==> src/rtl/sha256_pkg.sv <==
// -----------------------------------------------------------------------------
// sha256_pkg
// Shared definitions for the SHA-256 hash core and its downstream stages.
//   SHA256_DIGEST_BITS : width of a full digest (H0..H7 packed).
//   SHA256_H_INIT      : initial hash value H0..H7, H0 in the top word.
//   ser_state_t        : state encoding of the digest serializer.
// -----------------------------------------------------------------------------
package sha256_pkg;

  localparam int SHA256_DIGEST_BITS = 256;

  localparam logic [SHA256_DIGEST_BITS-1:0] SHA256_H_INIT =
    256'h6a09e667_bb67ae85_3c6ef372_a54ff53a_510e527f_9b05688c_1f83d9ab_5be0cd19;

  typedef enum logic {
    IDLE = 1'b0,
    SEND = 1'b1
  } ser_state_t;

endpackage

==> src/rtl/sha256_pend_slot.sv <==
// -----------------------------------------------------------------------------
// sha256_pend_slot
// One-entry holding register for a digest that arrives while the serializer
// is busy. Load and take may coincide: the reader gets the old contents this
// cycle and the new digest is kept, so the slot stays full.
//   clk, rst_n : clock and asynchronous active-low reset
//   i_load     : write i_data into the slot, marks it full
//   i_take     : reader consumes the slot contents this cycle
//   i_data     : digest to store
//   o_data     : stored digest (qualified by o_full)
//   o_full     : slot holds a digest
// -----------------------------------------------------------------------------
module sha256_pend_slot
  import sha256_pkg::*;
(
  input  logic                          clk,
  input  logic                          rst_n,
  input  logic                          i_load,
  input  logic                          i_take,
  input  logic [SHA256_DIGEST_BITS-1:0] i_data,
  output logic [SHA256_DIGEST_BITS-1:0] o_data,
  output logic                          o_full
);

  logic [SHA256_DIGEST_BITS-1:0] r_data;
  logic                          r_full;

  always_ff @(posedge clk or negedge rst_n) begin
    if (!rst_n) begin
      r_full <= 1'b0;
    end else if (i_load) begin
      r_full <= 1'b1;
    end else if (i_take) begin
      r_full <= 1'b0;
    end
  end

  // NOTE: the payload has no reset; r_full alone says whether it is meaningful.
  always_ff @(posedge clk) begin
    if (i_load) begin
      r_data <= i_data;
    end
  end

  assign o_data = r_data;
  assign o_full = r_full;

endmodule

==> src/rtl/sha256_digest_serializer.sv <==
// -----------------------------------------------------------------------------
// sha256_digest_serializer
// Captures a 256-bit SHA-256 digest on a single-cycle digest_valid pulse and
// streams it out as WORD_BITS-wide words over valid/ready, H0 first.
//
// Compile-time option SHA256_SER_PENDING_EN:
//   defined   : a digest arriving mid-transfer is parked in a one-entry slot
//               and sent right after the current one; a further arrival while
//               the slot is full is dropped and sets overrun.
//   undefined : any digest arriving mid-transfer (other than on the last-word
//               handshake) is dropped and sets overrun.
//
// Ports:
//   clk, reset    : clock and asynchronous active-low reset
//   digest_valid  : one-cycle pulse qualifying digest
//   digest        : H0..H7 packed, H0 in [255:224]
//   out_ready     : consumer accepts out_data
//   out_valid     : out_data holds a valid word
//   out_data      : current word
//   out_last      : final word of a digest
//   busy          : a digest is being sent or one is parked
//   overrun       : sticky, a digest was dropped
//   overrun_clr   : synchronous clear of overrun (a same-cycle drop wins)
// -----------------------------------------------------------------------------
module sha256_digest_serializer
  import sha256_pkg::*;
#(
  parameter int WORD_BITS   = 32,
  parameter int DIGEST_BITS = 256
) (
  input  logic                   clk,
  input  logic                   reset,
  input  logic                   digest_valid,
  input  logic [DIGEST_BITS-1:0] digest,
  input  logic                   out_ready,
  output logic                   out_valid,
  output logic [WORD_BITS-1:0]   out_data,
  output logic                   out_last,
  output logic                   busy,
  output logic                   overrun,
  input  logic                   overrun_clr
);

  localparam int NWORDS = SHA256_DIGEST_BITS / WORD_BITS;
  localparam int CNT_W  = (NWORDS > 1) ? $clog2(NWORDS) : 1;
  localparam logic [CNT_W-1:0] LAST_CNT = CNT_W'(NWORDS - 1);

  generate
    if ((SHA256_DIGEST_BITS % WORD_BITS) != 0) begin : g_bad_word_bits
      $error("WORD_BITS must divide 256 evenly");
    end
    if (DIGEST_BITS != SHA256_DIGEST_BITS) begin : g_bad_digest_bits
      $error("DIGEST_BITS must be 256");
    end
  endgenerate

  ser_state_t                    r_state;
  logic [SHA256_DIGEST_BITS-1:0] r_shift;
  logic [CNT_W-1:0]              r_cnt;
  logic                          r_overrun;

  logic                          w_hs;
  logic                          w_last_hs;
  logic                          w_reload;       // another digest follows the last word
  logic [SHA256_DIGEST_BITS-1:0] w_reload_data;
  logic                          w_overrun_set;

  assign out_valid = (r_state == SEND);
  assign out_data  = r_shift[SHA256_DIGEST_BITS-1 -: WORD_BITS];
  assign out_last  = (r_state == SEND) && (r_cnt == LAST_CNT);
  assign overrun   = r_overrun;

  assign w_hs      = out_valid && out_ready;
  assign w_last_hs = w_hs && (r_cnt == LAST_CNT);

`ifdef SHA256_SER_PENDING_EN
  logic                          w_pend_full;
  logic                          w_pend_load;
  logic                          w_pend_take;
  logic [SHA256_DIGEST_BITS-1:0] w_pend_data;

  // Mid-transfer arrivals fill an empty slot. On the last-word handshake a
  // full slot is drained into the shifter, and a coincident arrival refills it;
  // with the slot empty that arrival goes straight to the shifter instead.
  assign w_pend_load   = digest_valid && (r_state == SEND) &&
                         (w_last_hs ? w_pend_full : !w_pend_full);
  assign w_pend_take   = w_last_hs && w_pend_full;
  assign w_overrun_set = digest_valid && (r_state == SEND) && !w_last_hs && w_pend_full;
  assign w_reload      = w_pend_full || digest_valid;
  assign w_reload_data = w_pend_full ? w_pend_data : digest;
  assign busy          = (r_state == SEND) || w_pend_full;

  sha256_pend_slot u_pend_slot (
    .clk    (clk),
    .rst_n  (reset),
    .i_load (w_pend_load),
    .i_take (w_pend_take),
    .i_data (digest),
    .o_data (w_pend_data),
    .o_full (w_pend_full)
  );
`else
  assign w_overrun_set = digest_valid && (r_state == SEND) && !w_last_hs;
  assign w_reload      = digest_valid;
  assign w_reload_data = digest;
  assign busy          = (r_state == SEND);
`endif

  // The shifter is reset so out_data reads zero after reset. On the final
  // handshake it is not shifted, so out_data keeps the last word while idle.
  always_ff @(posedge clk or negedge reset) begin
    if (!reset) begin
      r_state <= IDLE;
      r_shift <= '0;
      r_cnt   <= '0;
    end else begin
      case (r_state)
        IDLE: begin
          if (digest_valid) begin
            r_shift <= digest;
            r_cnt   <= '0;
            r_state <= SEND;
          end
        end
        SEND: begin
          if (w_last_hs) begin
            if (w_reload) begin
              r_shift <= w_reload_data;
              r_cnt   <= '0;
            end else begin
              r_state <= IDLE;
            end
          end else if (w_hs) begin
            r_shift <= r_shift << WORD_BITS;
            r_cnt   <= r_cnt + CNT_W'(1);
          end
        end
        default: r_state <= IDLE;
      endcase
    end
  end

  // A drop in the same cycle as a clear leaves the flag set.
  always_ff @(posedge clk or negedge reset) begin
    if (!reset) begin
      r_overrun <= 1'b0;
    end else if (w_overrun_set) begin
      r_overrun <= 1'b1;
    end else if (overrun_clr) begin
      r_overrun <= 1'b0;
    end
  end

endmodule

==> config.mk <==
export PLATFORM = sky130hd
export DESIGN_NAME = sha256_digest_serializer
export DESIGN_NICKNAME = d
export VERILOG_FILES = /design/src/rtl/sha256_pkg.sv /design/src/rtl/sha256_pend_slot.sv /design/src/rtl/sha256_digest_serializer.sv
export SDC_FILE = /design/constraint.sdc
export NUM_CORES = 1
export LEC_CHECK = 0
export BUFFER_PORTS_ARGS = -buffer_cell sky130_fd_sc_hd__buf_4
export CORE_MARGIN = 4
export CORE_UTILIZATION = 48
export CTS_CLUSTER_DIAMETER = 50
export DETAILED_ROUTE_END_ITERATION = 12
export PLACE_DENSITY = 0.76
export SLEW_MARGIN = 0
export SYNTH_ARGS = -nofsm -noshare
export SYNTH_HDL_FRONTEND = slang
export SYNTH_HIERARCHICAL = 1
export SYNTH_SLANG_ARGS = --single-unit
==> constraint.sdc <==
create_clock -name clk -period 1.7 [get_ports clk]
set_input_delay 0.255 -clock clk [delete_from_list [all_inputs] [get_ports clk]]
set_output_delay 0.255 -clock clk [all_outputs]
set_load 0.005 [all_outputs]
* After elaboration in Yosys (flattened, before gate mapping)
Index checks and enable logic that the tools add are counted.
Storage, ports and cells: flip-flop bits (word level) 261, word-level logic and storage cells 28, output and inout port bits 36
Cells by class: add/sub/neg operators 1, reduce and logical (&&, ||, !) cells 7, equal/unequal tests 2, bitwise logic cells 1, multiplexer cells 13
Operators by type and width (count):
- 256-bit two-way mux | 3
- 256-bit one-hot mux with 2 select lines | 1
- 3-bit two-way mux | 3
- 3-bit one-hot mux with 2 select lines | 1
- 1-bit logical AND | 5
- 1-bit two-way mux | 4
- 3-bit by 1-bit adder with 3-bit output, second input constant | 1
- 3-bit == test, second input constant | 1
- 3-bit by 1-bit inequality test with 1-bit output, second input constant | 1
- 1-bit one-hot mux with 2 select lines | 1
- 2-bit nonzero test | 1
- 1-bit logical NOT | 1
- 1-bit inverter | 1

* Logic depth before layout (Yosys ltp)
depth in word-level cells 5, depth in mapped cells 8, depth with buffers taken out 5

* Worst setup path after synthesis
OpenSTA, ideal clock, no wires.
path kind flip-flop to flip-flop, start point reg r_cnt[0], end point reg r_shift[200], arrival time 1686 ps, setup slack -109 ps, buffers on the path 3, stages on the path, launching flop included 9, setup time 123 ps, cells stage by stage dfrtp_1 ha_1 ha_1 and3b_1 buf_4 buf_4 clkbuf_1 nand2b_1 o221a_1
Between the ends: longest elaborated chain between the ends 4, elaborated cells on any way between the ends 5
Ends and longest elaborated chain:
- start, declared | RTL line sha256_digest_serializer.sv:59 | logic [CNT_W-1:0] r_cnt;
- start signal, assigned | RTL line sha256_digest_serializer.sv:135 | r_cnt <= r_cnt + CNT_W'(1);
- 3-bit == test * | RTL line sha256_digest_serializer.sv:74 | assign w_last_hs = w_hs && (r_cnt == LAST_CNT);
- 1-bit logical AND * | RTL line sha256_digest_serializer.sv:74
- 256-bit two-way mux | RTL line sha256_digest_serializer.sv:126 | if (w_last_hs) begin
- 256-bit one-hot mux with 2 select lines | RTL line sha256_digest_serializer.sv:117 | case (r_state)
- end signal, assigned | RTL line sha256_digest_serializer.sv:120 | r_shift <= digest;
- end signal, assigned | RTL line sha256_digest_serializer.sv:128 | r_shift <= w_reload_data;
- end signal, assigned | RTL line sha256_digest_serializer.sv:134 | r_shift <= r_shift << WORD_BITS;
- end, declared | RTL line sha256_digest_serializer.sv:58 | logic [SHA256_DIGEST_BITS-1:0] r_shift;
Every way passes the cells marked *; elsewhere a longest branch is shown, timed or not. A chain may end at the register's enable or synchronous reset.

* Worst setup path after layout
start point reg r_cnt[1], end point reg r_shift[42]
Same word-level chain as after synthesis.

==> impl_metrics.env <==
export IMPL_cts_buffers=29
export IMPL_portBuffers=296
export IMPL_grt_pass1_wl_um=56800
export IMPL_setup_viol=202
export IMPL_clock_skew_ns=0.0163
export IMPL_post_synth_num_cell_types=23
export IMPL_design_core_area_um2=24200
export IMPL_status="finished, violations left"
export IMPL_die_area_um2=27200
export IMPL_drt_initial_drc_count=659
export IMPL_cts_sinks=261
export IMPL_ir_drop_mv=0.944
export IMPL_die_y_um=165
export IMPL_ff2ff_path_depth=8
export IMPL_antenna_found_initial=3
export IMPL_synth_cells=908
export IMPL_synthTopCellsByArea="dfrtp_1 (55%), o221a_1 (14%), nand2b_1 (12%)"
export IMPL_wire_per_inst_um=22.3
export IMPL_htree_levels=1
export IMPL_syn_cell_area_um2=11800
export IMPL_endpoint_kind="register"
export IMPL_min_path_cells=2
export IMPL_violations="negative setup slack"
export IMPL_fin_crit_sh=1.10
export IMPL_grt_max_degree=65
export IMPL_io_pins=297
export IMPL_vias_per_cell=5.57
export IMPL_synth_top_cell_area_share=0.552
export IMPL_max_freq_ghz=0.535
export IMPL_maxCapViolCount=0
export IMPL_clk_pin_slew_ns=0.06
export IMPL_slew_headroom=0.721
export IMPL_p_per_area_nw_per_um2=1290
export IMPL_final_antenna_net_count=0
export IMPL_clock_latency_ns=0.54
export IMPL_final_setup_worst_slack_ns=-0.168
export IMPL_track_usage=0.265
export IMPL_first_pass_iters=5
export IMPL_ys_warn_count=6
export IMPL_multi_input_area_um2=4800
export IMPL_syn_avg_cell_area_um2=13.0
export IMPL_crit_required_ns=2.12
export IMPL_tns_ns=-14.49
export IMPL_die_x_um=165
export IMPL_synth_nets=1171
export IMPL_dpl_hpwl_um=21800
export IMPL_fill_cells=1494
export IMPL_hp_class="in -> reg"
export IMPL_drv_slew=0
export IMPL_hold_violations=0
export IMPL_rsz0062_at_grt="yes"
export IMPL_syn_to_final_growth_pct=53.2
export IMPL_worstMarginPinSlew_ns=0.418
export IMPL_drc=0
export IMPL_p_leak_nw=7.68
export IMPL_grt_ovfl_total=0
export IMPL_criticalPathCategory="reg -> reg"
export IMPL_holdWs_ns=0.0148
export IMPL_yosys_area_top_type="dfrtp_1"
export IMPL_wl_um=38700
export IMPL_clk_path_buf_depth=3
export IMPL_core_rowCount=57
export IMPL_finalCriticalPeriod_ns=1.87
export IMPL_layout_drive_gt1_share=0.349
export IMPL_vias=9673
export IMPL_critPathLaunchType="register"
export IMPL_arrival_ns=2.29
export IMPL_cts_tree="yes"
export IMPL_start_util=0.488
export IMPL_path_max_fanout=6
export IMPL_root_buffer="clkbuf_16"
export IMPL_synth_seq_cells=261
export IMPL_gp_congestion=0.819
export IMPL_nets=1655
export IMPL_final_seq_area_um2=6530
export IMPL_yosysSeqAreaShare=0.552
export IMPL_grt_pass1_vias=10200
[timing repair]
action	4_1_cts	5_1_grt
pin swaps	2	2
setup buffers	11	3
gates cloned	6	5
hold buffers	197	1
endpoints found under the setup margin	188	258
resized for setup	21	31
endpoints found under the hold margin	457	1
[cells in the final DEF, fill, tap and decap left out, types with 8 or more instances in the layout]
| cell type | synthesis | layout |
|---|---|---|
| buf_16 | 0 | 10 |
| clkbuf_16 | 0 | 34 |
| dlygate4sd3_1 | 0 | 198 |
| mux2i_1 | 29 | 29 |
| o221a_2 | 45 | 37 |
| nand2b_4 | 0 | 17 |
| a22o_1 | 35 | 35 |
| nand2b_1 | 226 | 208 |
| o221a_1 | 150 | 150 |
| buf_4 | 36 | 326 |
| dfrtp_1 | 261 | 261 |
| o221a_4 | 0 | 8 |
| clkbuf_8 | 0 | 8 |
| a2bb2oi_1 | 29 | 29 |
| buf_12 | 0 | 26 |
[worst max-delay path: stages, from the launching register on]
cell and delay (ns):
dfrtp_1 0.38, ha_2 0.20, ha_4 0.16, and3b_4 0.34, buf_12 0.15, buf_12 0.15
buf_12 0.15, nand2b_4 0.08, o221a_4 0.13
[cell type report]
cell class                      count  area share
Timing Repair Buffer              573       0.301
Antenna cell                        3    0.000414
Clock buffer                       42      0.0472
Sequential cell                   261       0.361
Inverter                            1    0.000207
Clock inverter                      8     0.00332
Multi-Input combinational cell    526       0.265
Tap cell                          324      0.0224
[registers in the layout, summed over array words and instances, names as in the netlist]
signal,count
overrun,1
r_cnt,3
r_shift,256
busy,1
[cells in the mapped netlist]
| library cell | n |
|---|---|
| and3b_1 | 1 |
| ha_1 | 2 |
| o221a_1 | 150 |
| nand2_1 | 1 |
| o21a_1 | 1 |
| inv_1 | 1 |
| and3_1 | 1 |
| nor2b_1 | 1 |
| o21ai_1 | 1 |
| and2_1 | 1 |
| buf_6 | 13 |
| nand2b_1 | 226 |
| mux2i_1 | 29 |
| clkbuf_1 | 31 |
| a2bb2oi_1 | 29 |
| buf_2 | 40 |
| or2_2 | 1 |
| o221a_2 | 45 |
| a22o_1 | 35 |
| dfrtp_1 | 261 |
| mux2_2 | 1 |
| buf_4 | 36 |
| nand3_2 | 1 |
[stage by stage]
| stage | worst slack, ns | cell area (um^2) | std cells | util | power, mW |
|---|---|---|---|---|---|
| finish | -0.168 | 18100 | 1738 | 0.747 | 23.3 |
| global placement | -0.0208 | 14500 | 1463 | 0.597 | 15.7 |
| floorplan | -0.00682 | 11900 | 908 | - | 13.9 |
| detailed placement | -0.0499 | 14500 | 1463 | 0.597 | 16.0 |
| global route | -0.238 | 18100 | 1738 | 0.747 | 24.4 |
| CTS | -0.120 | 17700 | 1727 | 0.731 | 22.6 |
[metal layers]
metal | vias to the layer above | global-route usage | wire length (um)
li1 | 4415 | - | -
met1 | 4772 | 0.351 | 15800
met2 | 408 | 0.447 | 19300
met3 | 78 | 0.0482 | 2610
met4 | 0 | 0.0839 | 1050
met5 | - | 0 | 0
[power by group]
part           switching [mW]  leakage [nW]  internal, mW  total, mW
logic                    2.62          4.29          4.60       7.21
clock network            2.57         0.452          3.49       6.05
registers                1.53          2.94          8.48       10.0
[worst paths after layout]
path | slack, ns | end | start
setup reg to reg | -0.17 | r_shift[42] | r_cnt[1]
hold / removal | 0.01 | r_shift[213] | digest[213]
max in group asynchronous | 0.88 | r_shift[48] | reset
min in group asynchronous | 0.19 | r_shift[249] | reset
hold reg to reg | 0.49 | r_shift[5] | r_shift[5]
setup / recovery | -0.17 | r_shift[42] | r_cnt[1]
[cells by family after synthesis]
kind of cell / synth area share
AOI/OAI and AO/OA: 0.234
adders and majority gates: 0.00212
buffers and inverters: 0.0623
DFF: 0.552
muxes: 0.0255
and+or+nand+nor: 0.124
No activity file was read; power rests on OpenSTA's default activity.
